--- config.mk ---
export PLATFORM = sky130hd
export DESIGN_NAME = ef_spi_slave_responder
export DESIGN_NICKNAME = d
export VERILOG_FILES = /design/src/rtl/ef_spi_slave_responder.sv
export SDC_FILE = /design/constraint.sdc
export NUM_CORES = 1
export LEC_CHECK = 0
export ABC_AREA = 0
export CORE_MARGIN = 10
export CORE_UTILIZATION = 53
export DETAILED_ROUTE_END_ITERATION = 8
export GPL_TIMING_DRIVEN = 0
export PLACE_DENSITY = 0.74
export SYNTH_ARGS = -nofsm -noshare
export SYNTH_HDL_FRONTEND = slang
export SYNTH_SLANG_ARGS = --single-unit
--- constraint.sdc ---
create_clock -name clk_i -period 2.3 [get_ports clk_i]
set_clock_uncertainty 0.05 [all_clocks]
set_input_delay 0.46 -clock clk_i [delete_from_list [all_inputs] [get_ports clk_i]]
set_output_delay 0.46 -clock clk_i [all_outputs]
set_load 0.01 [all_outputs]
--- src/rtl/ef_spi_slave_responder.sv ---
// rtl/ef_spi_slave_responder.sv - oversampled SPI slave with TX/RX word FIFOs.
// Optional EF_SPI_RESP_ECHO_EN: an empty TX FIFO replays the last received word instead of FILL.
module ef_spi_slave_responder #(
  parameter int DW = 8,
  parameter int FIFO_DEPTH = 4,
  parameter bit CPOL = 1'b0,
  parameter bit CPHA = 1'b0,
  parameter logic [DW-1:0] FILL = 8'hFF
) (
  input  logic          clk_i,
  input  logic          rst_i,
  input  logic          sclk,
  input  logic          csb,
  input  logic          mosi,
  output logic          miso,
  input  logic [DW-1:0] tx_data,
  input  logic          tx_wr,
  output logic          tx_full,
  output logic [DW-1:0] rx_data,
  input  logic          rx_rd,
  output logic          rx_empty,
  output logic          rx_ovf,
  input  logic          ovf_clr,
  output logic          word_done,
  output logic          busy
);
  localparam int AW = $clog2(FIFO_DEPTH);
  localparam int CW = $clog2(DW + 1);
  localparam logic [CW-1:0] CNT_FULL = CW'(DW);
  localparam logic [AW:0] PTR_ONE = (AW + 1)'(1);

  typedef enum logic {IDLE, ACTIVE} state_t;
  state_t state, state_nxt;

  logic [2:0] sclk_q, csb_q;
  logic [1:0] mosi_q;
  logic [DW-1:0] tx_shift, rx_shift, load_word, fill_word;
  logic [CW-1:0] bit_cnt;
  logic skip;
  logic load_tx, do_sample, shift_ev, rx_push;

  logic [DW-1:0] tx_mem [FIFO_DEPTH];
  logic [DW-1:0] rx_mem [FIFO_DEPTH];
  logic [AW:0] tx_wr_ptr, tx_rd_ptr, rx_wr_ptr, rx_rd_ptr, rx_rd_nxt;
  logic tx_empty, rx_full, tx_push, tx_pop, rx_push_ok, rx_pop;

  wire sclk_rise = sclk_q[1] & ~sclk_q[2];
  wire sclk_fall = ~sclk_q[1] & sclk_q[2];
  wire lead_edge = CPOL ? sclk_fall : sclk_rise;
  wire trail_edge = CPOL ? sclk_rise : sclk_fall;
  wire sample_edge = CPHA ? trail_edge : lead_edge;
  wire shift_edge = CPHA ? lead_edge : trail_edge;
  wire csb_fall = ~csb_q[1] & csb_q[2];
  wire csb_rise = csb_q[1] & ~csb_q[2];

  always_ff @(posedge clk_i) begin
    if (rst_i) begin
      sclk_q <= {3{CPOL}};
      csb_q  <= 3'b111;
      mosi_q <= 2'b00;
    end else begin
      sclk_q <= {sclk_q[1:0], sclk};
      csb_q  <= {csb_q[1:0], csb};
      mosi_q <= {mosi_q[0], mosi};
    end
  end

  assign tx_full  = (tx_wr_ptr[AW] != tx_rd_ptr[AW]) && (tx_wr_ptr[AW-1:0] == tx_rd_ptr[AW-1:0]);
  assign tx_empty = (tx_wr_ptr == tx_rd_ptr);
  assign rx_full  = (rx_wr_ptr[AW] != rx_rd_ptr[AW]) && (rx_wr_ptr[AW-1:0] == rx_rd_ptr[AW-1:0]);
  assign rx_empty = (rx_wr_ptr == rx_rd_ptr);

  assign tx_push    = tx_wr && !tx_full;
  assign tx_pop     = load_tx && !tx_empty;
  assign rx_push_ok = rx_push && !rx_full;
  assign rx_pop     = rx_rd && !rx_empty;
  assign rx_rd_nxt  = rx_rd_ptr + (rx_pop ? PTR_ONE : '0);

`ifdef EF_SPI_RESP_ECHO_EN
  logic [DW-1:0] last_rx;
  always_ff @(posedge clk_i) begin
    if (rst_i) last_rx <= FILL;
    else if (rx_push) last_rx <= rx_shift;
  end
  // A word finishing this cycle is not yet in last_rx, so forward it directly.
  assign fill_word = rx_push ? rx_shift : last_rx;
`else
  assign fill_word = FILL;
`endif

  assign load_word = tx_empty ? fill_word : tx_mem[tx_rd_ptr[AW-1:0]];

  always_comb begin
    state_nxt = state;
    load_tx   = 1'b0;
    do_sample = 1'b0;
    shift_ev  = 1'b0;
    rx_push   = 1'b0;
    word_done = 1'b0;
    miso      = 1'b0;
    busy      = 1'b0;
    case (state)
      IDLE: begin
        if (csb_fall) begin
          load_tx   = 1'b1;
          state_nxt = ACTIVE;
        end
      end
      ACTIVE: begin
        busy = 1'b1;
        miso = tx_shift[DW-1];
        if (bit_cnt == CNT_FULL) begin
          word_done = 1'b1;
          rx_push   = 1'b1;
        end
        if (csb_rise) begin
          state_nxt = IDLE;
        end else if (bit_cnt == CNT_FULL) begin
          load_tx = 1'b1;
        end else begin
          do_sample = sample_edge;
          shift_ev  = shift_edge;
        end
      end
      default: state_nxt = IDLE;
    endcase
  end

  // skip suppresses the shift edge that would otherwise drop the freshly loaded MSB.
  always_ff @(posedge clk_i) begin
    if (rst_i) begin
      state    <= IDLE;
      tx_shift <= '0;
      rx_shift <= '0;
      bit_cnt  <= '0;
      skip     <= 1'b1;
    end else begin
      state <= state_nxt;
      if (load_tx) begin
        tx_shift <= load_word;
        bit_cnt  <= '0;
        skip     <= 1'b1;
      end else begin
        if (rx_push) bit_cnt <= '0;
        if (do_sample) begin
          rx_shift <= {rx_shift[DW-2:0], mosi_q[1]};
          bit_cnt  <= bit_cnt + CW'(1);
          if (!CPHA) skip <= 1'b0;
        end
        if (shift_ev) begin
          if (!skip) tx_shift <= {tx_shift[DW-2:0], 1'b0};
          skip <= ~CPHA;
        end
      end
    end
  end

  always_ff @(posedge clk_i) begin
    if (tx_push) tx_mem[tx_wr_ptr[AW-1:0]] <= tx_data;
    if (rx_push_ok) rx_mem[rx_wr_ptr[AW-1:0]] <= rx_shift;
  end

  always_ff @(posedge clk_i) begin
    if (rst_i) begin
      tx_wr_ptr <= '0;
      tx_rd_ptr <= '0;
      rx_wr_ptr <= '0;
      rx_rd_ptr <= '0;
      rx_data   <= '0;
      rx_ovf    <= 1'b0;
    end else begin
      if (tx_push) tx_wr_ptr <= tx_wr_ptr + PTR_ONE;
      if (tx_pop) tx_rd_ptr <= tx_rd_ptr + PTR_ONE;
      if (rx_push_ok) rx_wr_ptr <= rx_wr_ptr + PTR_ONE;
      rx_rd_ptr <= rx_rd_nxt;
      // Register the post-update head, bypassing a write into the slot being exposed.
      if (rx_push_ok && (rx_rd_nxt[AW-1:0] == rx_wr_ptr[AW-1:0])) rx_data <= rx_shift;
      else rx_data <= rx_mem[rx_rd_nxt[AW-1:0]];
      if (rx_push && rx_full) rx_ovf <= 1'b1;
      else if (ovf_clr) rx_ovf <= 1'b0;
    end
  end
endmodule

Word level (Yosys, flattened, before mapping)
Memories as Yosys holds them, arrays and structs flattened. A register that Yosys moved wholly into a read port is not among the register bits.
Index checks and enable logic that the tools add are counted.
{ "totals": {"ram_bits": 64, "register_bits": 43, "input_bits": 16, "out_inout_bits": 14, "n_memories": 2, "word_cells": 86} }
{ "mem_list": {"columns": ["name", "depth", "width", "rd", "rd_ports_with_merged_regs", "write_ports", "line", "text"], "rows": [
  ["rx_mem", 4, 8, 1, 1, 1, "43", "logic [DW-1:0] rx_mem [FIFO_DEPTH];"],
  ["tx_mem", 4, 8, 1, 1, 1, "42", "logic [DW-1:0] tx_mem [FIFO_DEPTH];"]
]} }
{ "classes": {"addsub": 5, "n_eq_ne": 8, "mux": 30, "n_bitwise": 10, "reduce_logical": 18} }
{ "ops": {"columns": ["op", "count"], "rows": [
  ["$mux W8", 4],
  ["$mux W1", 20],
  ["$add A3 B1 Y3 const B", 3],
  ["$mux W4", 2],
  ["$logic_and A1 B1 Y1", 7],
  ["$eq A3 B3 Y1", 2],
  ["$not A1 Y1", 6],
  ["$reduce_bool A2 Y1", 3],
  ["$add A4 B1 Y4 const B", 1],
  ["$and A1 B1 Y1", 4],
  ["$eq A2 B2 Y1", 2],
  ["$eq A4 B4 Y1 const B", 1],
  ["$logic_not A1 Y1", 4],
  ["$mux W2", 2],
  ["$pmux W1 S2", 2],
  ["$reduce_and A2 Y1", 2],
  ["$add A3 B1 Y3", 1],
  ["$reduce_or A3 Y1", 1],
  ["$ne A1 B1 Y1", 2],
  ["$ne A2 B1 Y1 const B", 1],
  ["$reduce_or A2 Y1", 1]
]} }

Logic depth before layout (Yosys ltp)
Gate-level depths: netlist of run 1.
{ "depth": {"ltp_word": 7, "depth_mapped": 11, "mapped_depth_nobuf": 9} }

Least setup slack after synthesis of run 1
No wires, ideal clock.
{ "synth_path": {"kind": "register -> register", "start": "register rx_wr_ptr[2]", "end": "register rx_data[0] (read register of rx_mem)", "n_path_buf": 2, "t_required_ps": 2180, "t_arrival_ps": 2571, "stages_incl_launch_ff": 12, "setup_time_ps": 70, "setup_slack_ps": -391, "synth_period_minus_slack_ps": 2691, "path_cell_list": "dfxtp_1 -> xnor2_1 -> nor3b_1 -> nor2b_1 -> ha_1 -> ha_1 -> clkbuf_1 -> xnor2_1 -> and2_1 -> clkbuf_1 -> nand3_1 -> a21oi_1"} }
{ "synth_between": {"elab_chain_cells": 5} }
{ "synth_rtl": {"columns": ["element", "line", "text"], "rows": [
  ["from (decl)", "44", "logic [AW:0] tx_wr_ptr, tx_rd_ptr, rx_wr_ptr, rx_rd_ptr, rx_rd_nxt;"],
  ["from (signal assigned)", "174", "if (rx_push_ok) rx_wr_ptr <= rx_wr_ptr + PTR_ONE;"],
  ["$eq A3 B3 Y1", "71", "assign rx_empty = (rx_wr_ptr == rx_rd_ptr);"],
  ["net rx_empty", "21", "output logic rx_empty,"],
  ["$logic_not A1 Y1", "76", "assign rx_pop = rx_rd && !rx_empty;"],
  ["$logic_and A1 B1 Y1", "76", null],
  ["$mux W1", "77", "assign rx_rd_nxt = rx_rd_ptr + (rx_pop ? PTR_ONE : '0);"],
  ["$add A3 B1 Y3", "77", null],
  ["net rx_rd_nxt[1]", "44", null],
  ["to (decl)", "19", "output logic [DW-1:0] rx_data,"]
]} }
The timed path passes the listed nets, and every way through them passes these cells.
A chain may end at the register's enable or synchronous reset.

Worst setup path after layout of run 1
{ "layout_path": {"start": "register bit_cnt[1]", "end": "memory rx_mem[2][7] (enable)"} }
{ "layout_between": {"elab_chain_cells": 6} }
{ "layout_rtl": {"columns": ["element", "line", "text"], "rows": [
  ["from (decl)", "38", "logic [CW-1:0] bit_cnt;"],
  ["from (signal assigned)", "147", "bit_cnt <= bit_cnt + CW'(1);"],
  ["$eq A4 B4 Y1", "112", "if (bit_cnt == CNT_FULL) begin"],
  ["$mux W1", "112", null],
  ["$mux W1", "102", "case (state)"],
  ["$logic_and A1 B1 Y1", "75", "assign rx_push_ok = rx_push && !rx_full;"],
  ["$mux W1", "160", "if (rx_push_ok) rx_mem[rx_wr_ptr[AW-1:0]] <= rx_shift;"],
  ["$mux W1 (implied by the code)", "160", null],
  ["to (decl)", "43", null]
]} }
Every way passes these cells.

==> run summary, run 1 <==
========================================================================================
Starting Density ..........................................................        54.6%
Share of cells above drive strength 1 .....................................        23.3%
Count of flip-flops with a built-in enable after synthesis ................           64
Floorplan die area ........................................................  0.0132 mm^2
Max IR drop VDD ...........................................................       760 uV
Mapped cell area .......................................................... 0.00479 mm^2
Cell at the root of the clock tree ........................................     clkbuf_8
Rel. slew slack ...........................................................        45.2%
Critical path type ........................................................ flip-flop to flip-flop
Growth of design area from synthesis to finish ............................        24.7%
Routability cong. .........................................................        0.764
Standard cell core area ................................................... 0.00876 mm^2
Clock transition at the registers of the reported paths ...................      0.06 ns
Kind of capture point of the worst setup path .............................    flip-flop
Via count of the first global-routing pass ................................        2,962
Synth cell types ..........................................................           44
Mapped Nets ...............................................................          382
Number of antenna violations at the first check in global routing .........            0
# rows ....................................................................           34
Most frequently used flop master after synthesis ..........................     edfxtp_1
Die width .................................................................       115 um
Final HPWL DP .............................................................      6.06 mm
Clock tree from TritonCTS .................................................        built
DR vias ...................................................................        2,990
Post-route cell area ...................................................... 0.00597 mm^2
Vertical die dimension ....................................................       115 um
Final hold violations .....................................................            0
Seq/Total Area, Yosys .....................................................        62.3%
Syn_area_per_cell .........................................................    13.6 um^2
Type of origin of the critical path .......................................    flip-flop
Power, Total ..............................................................      4.96 mW
Final Critical Period .....................................................      2.26 ns
Antenna diode count .......................................................            0
Worst-Margin Slew .........................................................     0.821 ns
DRC violation count after routing .........................................            0
Yosys warning total .......................................................            0
Global-route congestion overflow total ....................................            0
Number of cells in the finished layout apart from fillers .................          524
Source-to-sink clock delay at the later pin of the worst-skew pair ........      0.52 ns
Reg-to-Reg Start .......................................................... bit_cnt[1]$_SDFFE_PP0P_
Maxcap violations .........................................................            0
Yosys reg bits ............................................................          117
Largest net degree at the start of global routing .........................           17
Min-delay worst type ...................................................... flip-flop to flip-flop
Deepest level of the CTS H-tree ...........................................            4
Final-report setup violation count ........................................            0
Share of synthesized flip-flops with an asynchronous set or reset .........           0%
All-Layer GR Usage ........................................................        14.7%
Required @ worst endpoint .................................................      2.45 ns
Number of buffers created by CTS ..........................................           17
Worst Hold End ............................................................ csb_q[1]$_SDFF_PP1_
Highest clock rate ........................................................    0.442 GHz
Post-route clock period utilization .......................................        98.3%
Post-DR wirelength/cell ...................................................      18.5 um
Beginning of the worst hold path .......................................... csb_q[0]$_SDFF_PP1_
Pins over their slew limit ................................................            0
IO Pins ...................................................................           30
Crit Path Max Fanout ......................................................           10
Quantity of I/O buffers inserted on ports .................................           29
CTS Sinks .................................................................          117
Wire length of the first global-routing pass ..............................      15.0 mm
Result of the run .........................................................    completed
Placed cell count .........................................................          490
Quantity of hold-fixing buffers added after cts ...........................            0
Number of search-and-repair iterations in the first detailed-routing pass .            5
Post-DRT Antenna Nets .....................................................            0
Setup slack of the most critical reg-to-reg path ..........................      0.04 ns
Setup repair after global routing missed its margin .......................         true
Capture instance of the worst register-to-register path ................... rx_mem[2][7]$_DFFE_PP_
DRC marker count from the first detailed-route iteration ..................          165
Instance count along the most critical hold path ..........................            1
Reg2reg path depth ........................................................            7
Post-placement cell area .................................................. 0.00524 mm^2
Nets ......................................................................          432
Final routed wirelength across all metal layers ...........................      9.70 mm
Footprint of the multi-input gates ........................................ 0.00180 mm^2
Crit path arrival time ....................................................      2.41 ns
Leakage Power .............................................................      2.11 nW
Buffer levels on the longest clock path ...................................            2
Layout fillers ............................................................          608
Area used by sequential logic in the layout ............................... 0.00300 mm^2
Post-synthesis cell count .................................................          353
Cell area power density ...................................................  830 mW/mm^2
Average vias per placed instance ..........................................         5.71
========================================================================================
## cell families after synthesis
| group | count (synthesis) | share of synthesized area (%) |
|---|---|---|
| AOI/OAI and AO/OA | 55 | 8.07 |
| xor gates and xnor gates | 12 | 2.20 |
| adders and majority gates | 13 | 3.40 |
| buffers and inverters | 30 | 2.67 |
| DFF | 117 | 62.3 |
| muxes | 27 | 9.85 |
| and+or+nand+nor | 99 | 11.5 |
## per-stage QoR
stage          TNS [ns]  util, %  hold WS [ns]  setup WS (ns)
2_1_floorplan         0        -         0.339         0.0180
3_3_place_gp      -4.08     59.8         0.354         -0.327
3_5_place_dp      -6.19     59.8         0.347         -0.368
4_1_cts         -0.0102     66.9         0.364        -0.0102
5_1_grt          -0.226     68.1         0.372        -0.0498
6_report              0     68.1         0.362         0.0383
## synth_stat cells, types with 2 or more instances
library cell / n / area share [%]
dfxtp_1: 53 / 22
a21oi_1: 18 / 1.9
nor3_1: 8 / 0.84
and2_1: 10 / 1.3
nand2_1: 7 / 0.55
o32ai_1: 4 / 0.73
buf_1: 2 / 0.16
nor2_1: 18 / 1.4
and3_1: 3 / 0.39
or3_1: 2 / 0.26
or2_2: 4 / 0.52
mux2i_1: 10 / 2.1
mux4_2: 16 / 7.5
xor2_1: 3 / 0.55
nand2b_1: 13 / 1.7
xnor2_1: 9 / 1.6
a31oi_1: 2 / 0.26
buf_2: 5 / 0.52
ha_1: 13 / 3.4
o21ai_0: 13 / 1.4
nand3_1: 16 / 1.7
edfxtp_1: 64 / 40
nor3b_1: 2 / 0.31
nor2b_1: 10 / 1.3
a41oi_1: 8 / 1.5
a31o_2: 2 / 0.37
inv_1: 10 / 0.78
clkbuf_1: 10 / 0.78
o32ai_2: 3 / 1.0
## registers in the layout (all words and copies together) (netlist names), 3 cells and up, named ones only
register   count
rx_mem        32
tx_mem        32
rx_data        8
rx_shift       8
tx_shift       8
bit_cnt        4
csb_q          3
rx_rd_ptr      3
rx_wr_ptr      3
sclk_q         3
tx_rd_ptr      3
tx_wr_ptr      3
## power by group
part | internal [mW] | switching [mW] | leakage [nW] | total, mW
Clock | 1.46 | 1.00 | 0.270 | 2.46
Combinational | 0.103 | 0.121 | 0.811 | 0.224
Sequential | 2.25 | 0.0263 | 1.03 | 2.28
## critical path, stage by stage (launching register included)
cell	delay [ns]
dfxtp_2	0.33
inv_1	0.07
ha_1	0.17
and3b_1	0.19
buf_6	0.15
o311a_1	0.34
buf_2	0.28
and2_2	0.35
## what timing repair did
action / 4_1_cts / 5_1_grt
gates cloned: 0 / 1
hold endpoints to repair: 0 / 0
pin swaps: 1 / 2
resized for setup: 23 / 23
endpoints found under the setup margin: 36 / 29
buffers inserted: 2 / 0
## metal layers
| layer | routed length [um] | up-vias | GRT usage [%] | part of all wire [%] |
|---|---|---|---|---|
| met5 | 0 | - | 0 | 0 |
| met4 | 161 | 0 | 6.19 | 1.7 |
| met3 | 504 | 15 | 4.84 | 5.2 |
| met2 | 4760 | 76 | 23.1 | 49 |
| met1 | 4280 | 1467 | 18.3 | 44 |
| li1 | - | 1432 | - | - |
## layout make-up
class                           instances  area share, %
Clock inverter                         15           2.41
Sequential cell                       117           50.2
Inverter                               11          0.691
Multi-Input combinational cell        206           30.2
Buffer                                 18           1.80
Clock buffer                           17           6.93
Tap cell                              108           2.26
Timing Repair Buffer                   32           5.47
## how the worst max path moves through the flow
| stage | cells after the start | slack [ns] | startpoint | to |
|---|---|---|---|---|
| after CTS | 10 | -0.01 | rx_wr_ptr[0]$_SDFFE_PP0P_ | rx_data[4]$_SDFF_PP0_ |
| after floorplan | 11 | 0.02 | rx_wr_ptr[1]$_SDFFE_PP0P_ | rx_data[0]$_SDFF_PP0_ |
| after global routing | 10 | -0.05 | rx_rd_ptr[2]$_SDFF_PP0_ | rx_data[4]$_SDFF_PP0_ |
| after global placement | 11 | -0.33 | rx_wr_ptr[1]$_SDFFE_PP0P_ | rx_data[4]$_SDFF_PP0_ |
| after detailed placement | 11 | -0.37 | rx_wr_ptr[1]$_SDFFE_PP0P_ | rx_data[3]$_SDFF_PP0_ |
| final | 7 | 0.04 | bit_cnt[1]$_SDFFE_PP0P_ | rx_mem[2][7]$_DFFE_PP_ |
## layout by cell type, fill, tap and decap left out, types with 3 or more instances in the layout
cell / count
a41oi_1: 8
and3_1: 3
nand2b_1: 13
o21ai_0: 11
nor2_1: 18
xnor2_2: 5
buf_6: 3
nand3_1: 16
dfxtp_1: 43
clkbuf_16: 17
o32ai_1: 4
o32ai_2: 3
clkinv_4: 3
or2_2: 4
clkbuf_1: 8
ha_1: 11
mux4_2: 16
nor2b_1: 10
edfxtp_1: 64
dfxtp_2: 8
clkdlybuf4s50_1: 26
inv_6: 6
and2_1: 7
a21oi_1: 17
inv_1: 10
mux2i_1: 10
nand2_1: 5
nor3_1: 8
buf_2: 3
xnor2_1: 4
(Power assumes the default switching activity.)
==> run 2: changes to the inputs <==
--- a/config.mk
+++ b/config.mk
@@ -11,6 +11,7 @@
 export DETAILED_ROUTE_END_ITERATION = 8
 export GPL_TIMING_DRIVEN = 0
 export PLACE_DENSITY = 0.74
+export SLEW_MARGIN = 20
 export SYNTH_ARGS = -nofsm -noshare
 export SYNTH_HDL_FRONTEND = slang
 export SYNTH_SLANG_ARGS = --single-unit
==> results of run 2 <==
Final layout, timing and power as in run 1 (identical DEF).
